**config.mk**
```make
export PLATFORM = sky130hd
export DESIGN_NAME = ball_locator_flat
export DESIGN_NICKNAME = d
export VERILOG_FILES = /design/src/rtl/ball_locator_if.sv /design/src/rtl/ball_locator.sv /design/src/flat_wrapper.sv
export SDC_FILE = /design/constraint.sdc
export NUM_CORES = 1
export LEC_CHECK = 0
export CAP_MARGIN = 20
export CORE_MARGIN = 10
export CORE_UTILIZATION = 56
export CTS_CLUSTER_DIAMETER = 200
export DETAILED_ROUTE_END_ITERATION = 6
export HOLD_SLACK_MARGIN = 0.12
export PLACE_DENSITY = 0.81
export SLEW_MARGIN = 20
export SYNTH_ARGS = -nofsm -noshare
export SYNTH_HDL_FRONTEND = slang
export SYNTH_SLANG_ARGS = --single-unit
export TNS_END_PERCENT = 1
```
**constraint.sdc**
```tcl
create_clock -name VGA_clock -period 2.4 [get_ports VGA_clock]
set_input_delay 0.72 -clock VGA_clock [delete_from_list [all_inputs] [get_ports VGA_clock]]
set_output_delay 0.72 -clock VGA_clock [all_outputs]
set_load 0.02 [all_outputs]
```
**src/rtl/ball_locator_if.sv**
```systemverilog
// Pixel-stream and result bundle for ball_locator.
// The slave side is the locator; the master side is the pixel source and result consumer.
interface ball_locator_if;
    logic       white_pixel;
    logic [9:0] x_cont;
    logic [8:0] y_cont;
    logic       h_sync;
    logic       v_sync;
    logic [9:0] ball_x;
    logic [8:0] ball_y;
    logic [9:0] ball_width;
    logic       ball_valid;
    logic       frame_done;
    logic [1:0] dbg_state;

    modport slave (
        input  white_pixel, x_cont, y_cont, h_sync, v_sync,
        output ball_x, ball_y, ball_width, ball_valid, frame_done, dbg_state
    );

    modport master (
        output white_pixel, x_cont, y_cont, h_sync, v_sync,
        input  ball_x, ball_y, ball_width, ball_valid, frame_done, dbg_state
    );
endinterface

```
**src/rtl/ball_locator.sv**
```systemverilog
// Finds the longest horizontal white run per frame and publishes its latency-corrected centre.
// Optional macro BALL_LOC_HOLD_EN: keep the previous position/width on frames without a valid ball.
module ball_locator #(
    parameter int H_ACTIVE = 640,
    parameter int V_ACTIVE = 480,
    parameter int X_OFFSET = 1,
    parameter int Y_OFFSET = 2,
    parameter int MIN_RUN  = 4
) (
    input  logic          VGA_clock,
    input  logic          reset,
    ball_locator_if.slave bus
);
    typedef enum logic [1:0] {
        START_UP = 2'd0,
        WAIT     = 2'd1,
        IS_RED   = 2'd2
    } state_t;

    localparam logic [9:0]        H_ACT_W  = 10'(H_ACTIVE);
    localparam logic [9:0]        H_LAST_W = 10'(H_ACTIVE - 1);
    localparam logic [8:0]        V_ACT_W  = 9'(V_ACTIVE);
    localparam logic signed [10:0] X_OFF_W = 11'(X_OFFSET);
    localparam logic signed [10:0] Y_OFF_W = 11'(Y_OFFSET);
    localparam logic [9:0]        MIN_W    = 10'(MIN_RUN);

    state_t      r_state, w_next;
    logic        r_v_sync_d;
    logic [9:0]  r_cntr, r_max_ever, r_end_x;
    logic [8:0]  r_line_of_max, r_run_y;
    logic [9:0]  r_ball_x, r_ball_width;
    logic [8:0]  r_ball_y;
    logic        r_ball_valid, r_frame_done;

    logic        w_active, w_hit, w_fe;
    logic        w_start, w_inc, w_close, w_publish, w_clear;
    logic [9:0]  w_last_x;
    logic signed [10:0] w_cx, w_cy;
    logic [9:0]  w_pub_x;
    logic [8:0]  w_pub_y;
    logic        w_pub_valid;

    assign w_active = (bus.x_cont < H_ACT_W) && (bus.y_cont < V_ACT_W) && bus.h_sync;
    assign w_hit    = w_active && bus.white_pixel;
    assign w_fe     = r_v_sync_d && !bus.v_sync;
    // A run closing on column 0 or past the active area last touched the final active column.
    assign w_last_x = ((bus.x_cont == 10'd0) || (bus.x_cont >= H_ACT_W)) ? H_LAST_W
                                                                         : bus.x_cont - 10'd1;

    assign w_cx        = $signed({1'b0, r_end_x}) - $signed({2'b00, r_max_ever[9:1]}) - X_OFF_W;
    assign w_cy        = $signed({2'b00, r_line_of_max}) - Y_OFF_W;
    assign w_pub_x     = w_cx[10] ? 10'd0 : w_cx[9:0];
    assign w_pub_y     = w_cy[10] ? 9'd0 : w_cy[8:0];
    assign w_pub_valid = (r_max_ever >= MIN_W);

    always_comb begin
        w_next    = r_state;
        w_start   = 1'b0;
        w_inc     = 1'b0;
        w_close   = 1'b0;
        w_publish = 1'b0;
        w_clear   = 1'b0;
        case (r_state)
            START_UP: begin
                if (w_fe) begin
                    w_next  = WAIT;
                    w_clear = 1'b1;
                end
            end
            WAIT: begin
                if (w_fe) begin
                    w_publish = 1'b1;
                    w_clear   = 1'b1;
                end else if (w_hit) begin
                    w_start = 1'b1;
                    w_next  = IS_RED;
                end
            end
            IS_RED: begin
                if (w_fe) begin
                    w_publish = 1'b1;
                    w_clear   = 1'b1;
                    w_next    = WAIT;
                end else if (w_hit) begin
                    w_inc = 1'b1;
                end else begin
                    w_close = 1'b1;
                    w_next  = WAIT;
                end
            end
            default: w_next = START_UP;
        endcase
    end

    always_ff @(posedge VGA_clock) begin
        if (reset) begin
            r_state       <= START_UP;
            r_v_sync_d    <= 1'b1;
            r_cntr        <= '0;
            r_max_ever    <= '0;
            r_end_x       <= '0;
            r_line_of_max <= '0;
            r_run_y       <= '0;
            r_ball_x      <= '0;
            r_ball_y      <= '0;
            r_ball_width  <= '0;
            r_ball_valid  <= 1'b0;
            r_frame_done  <= 1'b0;
        end else begin
            r_state      <= w_next;
            r_v_sync_d   <= bus.v_sync;
            r_frame_done <= w_publish;
            if (w_clear) begin
                r_cntr        <= '0;
                r_max_ever    <= '0;
                r_end_x       <= '0;
                r_line_of_max <= '0;
            end else begin
                if (w_start) begin
                    r_cntr  <= 10'd1;
                    r_run_y <= bus.y_cont;
                end
                if (w_inc && (r_cntr != 10'h3FF))
                    r_cntr <= r_cntr + 10'd1;
                // Strictly greater, so an equal later run never displaces the earlier one.
                if (w_close && (r_cntr > r_max_ever)) begin
                    r_max_ever    <= r_cntr;
                    r_end_x       <= w_last_x;
                    r_line_of_max <= r_run_y;
                end
            end
            if (w_publish) begin
                r_ball_valid <= w_pub_valid;
`ifdef BALL_LOC_HOLD_EN
                if (w_pub_valid) begin
                    r_ball_x     <= w_pub_x;
                    r_ball_y     <= w_pub_y;
                    r_ball_width <= r_max_ever;
                end
`else
                r_ball_x     <= w_pub_x;
                r_ball_y     <= w_pub_y;
                r_ball_width <= r_max_ever;
`endif
            end
        end
    end

    assign bus.ball_x     = r_ball_x;
    assign bus.ball_y     = r_ball_y;
    assign bus.ball_width = r_ball_width;
    assign bus.ball_valid = r_ball_valid;
    assign bus.frame_done = r_frame_done;
    assign bus.dbg_state  = r_state;
endmodule

```
**src/flat_wrapper.sv**
```systemverilog
// flat-port wrapper written by rule: the top's interface ports become plain ports
module ball_locator_flat 
#(
    parameter int H_ACTIVE = 640,
    parameter int V_ACTIVE = 480,
    parameter int X_OFFSET = 1,
    parameter int Y_OFFSET = 2,
    parameter int MIN_RUN  = 4
)
  (VGA_clock, reset, bus_white_pixel, bus_x_cont, bus_y_cont, bus_h_sync, bus_v_sync, bus_ball_x, bus_ball_y, bus_ball_width, bus_ball_valid, bus_frame_done, bus_dbg_state);
  ball_locator_if bus_i ();
  input  logic VGA_clock;
  input  logic reset;
  input wire logic [$bits(bus_i.white_pixel)-1:0] bus_white_pixel;
  input wire logic [$bits(bus_i.x_cont)-1:0] bus_x_cont;
  input wire logic [$bits(bus_i.y_cont)-1:0] bus_y_cont;
  input wire logic [$bits(bus_i.h_sync)-1:0] bus_h_sync;
  input wire logic [$bits(bus_i.v_sync)-1:0] bus_v_sync;
  output wire logic [$bits(bus_i.ball_x)-1:0] bus_ball_x;
  output wire logic [$bits(bus_i.ball_y)-1:0] bus_ball_y;
  output wire logic [$bits(bus_i.ball_width)-1:0] bus_ball_width;
  output wire logic [$bits(bus_i.ball_valid)-1:0] bus_ball_valid;
  output wire logic [$bits(bus_i.frame_done)-1:0] bus_frame_done;
  output wire logic [$bits(bus_i.dbg_state)-1:0] bus_dbg_state;
  assign bus_i.white_pixel = bus_white_pixel;
  assign bus_i.x_cont = bus_x_cont;
  assign bus_i.y_cont = bus_y_cont;
  assign bus_i.h_sync = bus_h_sync;
  assign bus_i.v_sync = bus_v_sync;
  assign bus_ball_x = bus_i.ball_x;
  assign bus_ball_y = bus_i.ball_y;
  assign bus_ball_width = bus_i.ball_width;
  assign bus_ball_valid = bus_i.ball_valid;
  assign bus_frame_done = bus_i.frame_done;
  assign bus_dbg_state = bus_i.dbg_state;
  ball_locator #(.H_ACTIVE(H_ACTIVE), .V_ACTIVE(V_ACTIVE), .X_OFFSET(X_OFFSET), .Y_OFFSET(Y_OFFSET), .MIN_RUN(MIN_RUN)) u_core (.VGA_clock(VGA_clock), .reset(reset), .bus(bus_i));
endmodule
```
==> impl.org <==
** Job
- Across the run, the number of max-cap violations was 0.

** Drt
- The routed design uses 5510 um of met2 wire.
- For this run, the detailed router's first-pass iteration total came to 5.
- In the final routing, the length of wire on met1 measures 5030 um.
- The count of nets left with antenna violations once routing finished came out at 0.
- Number of DRC markers after the initial detailed-route iteration :: 266
- Wire segments on met3 add up to 767 um in the final route.
- Number of vias after detailed routing :: 4239
- In the routed design, unresolved DRC markers number 0.
- The highest layer touched by signal routing is met4.
- Routed wire length :: 11600 um
- Routed len/inst :: 15.8 um
- In the routed layout, each cell is associated on average with a via count of 5.79.

** Logic synthesis
- Largest family of logic cells by synthesized area :: simple AND/OR/NAND/NOR gates
- By area the synthesized netlist is led by sky130_fd_sc_hd__dfxtp_1, sky130_fd_sc_hd__nand2_1, sky130_fd_sc_hd__ha_1.
- Fraction of synthesis flops using an asynchronous set or reset pin :: 0%
- Fraction of the yosys area taken by sequential cells :: 37.3%
- Number of enable-type register cells in the synthesized netlist :: 0
- Most frequent cell after synthesis :: sky130_fd_sc_hd__nand2_1
- The synthesized design devotes to its leading area cell type 37.3% of total area.
- Syn Nets :: 592
- Netlist area before placement :: 0.00441 mm^2
- Warnings, synthesis :: 0
- Counting every instance in the synthesized netlist gives 540.
- Cell type with the largest total area after synthesis :: sky130_fd_sc_hd__dfxtp_1
- Post-Synth XOR/XNOR Area :: 2.58%
- The commonest cells after synthesis are sky130_fd_sc_hd__nand2_1, sky130_fd_sc_hd__dfxtp_1, sky130_fd_sc_hd__a21oi_1, sky130_fd_sc_hd__mux2i_1, sky130_fd_sc_hd__nor2_1.
- After synthesis the netlist holds a flip-flop and latch count of 82.
- Summing the areas of all compound-gate instances in the mapped netlist gives 15.5% of the synthesized area.
- The synthesized netlist devotes 25.5% of its cell area to simple gates.
- Of the post-synthesis cell area, the part taken by muxes is 6.59%.
- A synthesized cell averages 8.16 um^2.
- After Yosys synthesis, full adders, half adders and majority gates account for 8.12% of the synthesized area.
- Netlist cell types :: 58
- Among all flip-flop cells after synthesis, the most frequent one is sky130_fd_sc_hd__dfxtp_1.

** Floorplanning
- Initial Util :: 57.3%
- Area of the die :: 0.0118 mm^2
- Horizontal extent of the die :: 109 um
- Pin placement for this block handled 57 I/O pins.
- Floorplan row count :: 32
- Placeable core region :: 0.00769 mm^2
- The die is 109 um tall.

** Global routing
- The initial antenna violation count is 0.
- Pin count of the biggest net entering global routing :: 59
- The first global-routing pass estimated 17800 um of wire.
- Number of global-route vias before repair :: 3831
- Total overflow reported by the global router :: 0
- Global routing consumed, over all layers together, 18.3% of the routing resources.

** Clock tree
- Count of hold-fix buffers inserted at cts :: 0
- Clock tree synthesis found a total of 82 sinks.
- Clock edge transition at the registers on the reported setup and hold paths :: 0.09 ns
- TritonCTS built the clock tree.
- Clock latency on the worst-skew pair :: 0.37 ns
- Inserted Clock Buffers :: 9
- In this run the number of H-tree levels came out at 3.
- Maximum buffer depth of the clock tree :: 2
- Root buffer cell :: sky130_fd_sc_hd__clkbuf_8

** Placement
- After legalization and detailed placement, the total HPWL measured 8170 um.
- At the end of routability-driven placement, the weighted congestion stood at 0.927.
- Setup slack after placement :: -0.370 ns
- Once placement completed, the tool counted placed cells totaling 706.
- In this run the tool buffered the top-level ports with 56 buffer cells.

** Finish
- Antenna diode count :: 0
- Cells with a size suffix above 1 make up 12.2% of the layout.
- The final layout contains 677 nets.
- Leaving out filler cells and counting taps, the final layout contains 732.
- Area delta synth->final :: 28.5%

** STA
- Highest clock frequency the design can meet :: 420 MHz
- The number of hold-slack violations in the final timing report was 0.
- On the final layout, the worst hold slack is 0.458 ns.
- RSZ-0062 raised after global routing :: true
- Time the worst path needs with I/O delays and setup :: 2.38 ns
- Dividing the final minimum period by the clock period gives 99.2%.
- Number of pins with negative max-slew slack in the final report :: 0
- For the pin with the worst max-slew slack, the measured transition is 0.651 ns.
- Measured against its own limit, the worst slew margin works out to 56.4%.
- Setup violations remaining at the end of the flow were counted as 0.
- For the final database, setup skew stands at 0.0190 ns.
- Fin worst setup slack :: 0.0187 ns

** Worst hold path
- Path class of the lowest-slack min-delay path :: reg2reg

** Power and ir drop
- Pwr/cell area :: 472 mW/mm^2
- Total design power :: 2.67 mW
- Max IR drop VDD :: 0.358 mV
- Static Leakage :: 2.15 nW

** Setup path
- At the worst endpoint, the required time is 2.65 ns.
- Worst setup EP type :: flop
- Critical path fanouts, max :: 8
- At the worst endpoint, the arrival time is 2.63 ns.
- The critical path is of the in2reg type.
- Setup crit start kind :: primary input

** Outcome
- Result of the run :: complete, no violations
[final cells by class]
| cell class | count | area (um^2) |
|---|---|---|
| Clock buffer | 9 | 124 |
| Fill cell | 568 | 2030 |
| Timing Repair Buffer | 101 | 1020 |
| Sequential cell | 82 | 1640 |
| Multi-Input combinational cell | 409 | 2600 |
| Inverter | 22 | 82.6 |
| Clock inverter | 7 | 68.8 |
| Tap cell | 102 | 128 |
[final timing paths]
check / startpoint / endpoint / slack [ns] / cells after the start
setup reg to reg: u_core.r_max_ever[8] / u_core.bus.ball_x[9] / 0.10 / 7
hold reg to reg: u_core.bus.ball_x[7] / u_core.bus.ball_x[7] / 0.46 / 2
hold / removal: u_core.bus.ball_x[7] / u_core.bus.ball_x[7] / 0.46 / 2
setup / recovery: bus_x_cont[8] / u_core.r_cntr[5] / 0.02 / 10
[layout by cell type, fill, tap and decap left out, types with 7 or more instances in the layout]
master / count
sky130_fd_sc_hd__ha_1: 27
sky130_fd_sc_hd__nor2_1: 27
sky130_fd_sc_hd__clkdlybuf4s50_1: 52
sky130_fd_sc_hd__nand2_1: 125
sky130_fd_sc_hd__dfxtp_1: 82
sky130_fd_sc_hd__a22oi_1: 7
sky130_fd_sc_hd__buf_4: 35
sky130_fd_sc_hd__a21o_1: 12
sky130_fd_sc_hd__a21oi_1: 40
sky130_fd_sc_hd__nand3_1: 20
sky130_fd_sc_hd__xnor2_1: 8
sky130_fd_sc_hd__nand4_1: 8
sky130_fd_sc_hd__clkbuf_8: 9
sky130_fd_sc_hd__mux2i_1: 29
sky130_fd_sc_hd__inv_1: 22
sky130_fd_sc_hd__nor3_1: 8
[state kept, by name (all words and copies together), names as in the netlist]
name	cells
u_core.bus.ball_y	9
u_core.r_max_ever	10
u_core.r_run_y	9
u_core.r_end_x	10
u_core.bus.ball_width	10
u_core.bus.ball_valid	1
u_core.r_line_of_max	9
u_core.r_cntr	10
u_core.bus.frame_done	1
u_core.bus.ball_x	10
u_core.r_v_sync_d	1
u_core.bus.dbg_state	2
[worst max-delay path: stages]
cell and delay (ns):
sky130_fd_sc_hd__clkdlybuf4s50_1 0.42, sky130_fd_sc_hd__o21a_1 0.22, sky130_fd_sc_hd__nand4b_4 0.19, sky130_fd_sc_hd__buf_4 0.15, sky130_fd_sc_hd__buf_4 0.12, sky130_fd_sc_hd__buf_4 0.14, sky130_fd_sc_hd__or2_1 0.26, sky130_fd_sc_hd__buf_4 0.18
sky130_fd_sc_hd__a31oi_1 0.18, sky130_fd_sc_hd__nor2_1 0.05
[where the power goes]
part / internal (mW) / total [mW] / switching [mW]
Sequential: 1.37 / 1.38 / 0.00944
Combinational: 0.137 / 0.294 / 0.157
Clock: 0.406 / 0.997 / 0.590
Total: 1.92 / 2.67 / 0.757
[metal layers]
metal  global-route usage, %  vias to the layer above
li1                        -                     2071
met4                    7.34                        0
met2                    29.8                      149
met3                    3.83                       28
met1                    23.2                     1991
met5                       0                        -
[what timing repair did]
| action | 4_1_cts | 5_1_grt |
|---|---|---|
| resized for setup | 0 | 12 |
| setup buffers | 0 | 6 |
| endpoints found under the setup margin | 0 | 24 |
| hold endpoints to repair | 0 | 0 |
[kinds of logic (layout without fill, tap and decap cells)]
group,count (synthesis),after routing
fa+ha+maj,28,28
mux,29,29
compound gates,103,103
simple gates,236,236
buf+inv,49,139
xor+xnor,13,13
flops,82,82
[per-stage QoR]
| stage | setup TNS [ns] | util, % | cell area, um^2 |
|---|---|---|---|
| 2_1_floorplan | 0 | - | 4410 |
| 3_3_place_gp | -11.93 | 68.8 | 5290 |
| 3_5_place_dp | -14.06 | 68.8 | 5290 |
| 4_1_cts | 0 | 71.3 | 5480 |
| 5_1_grt | -0.214 | 73.6 | 5660 |
| 6_report | 0 | 73.6 | 5660 |
(Power assumes the default switching activity.)
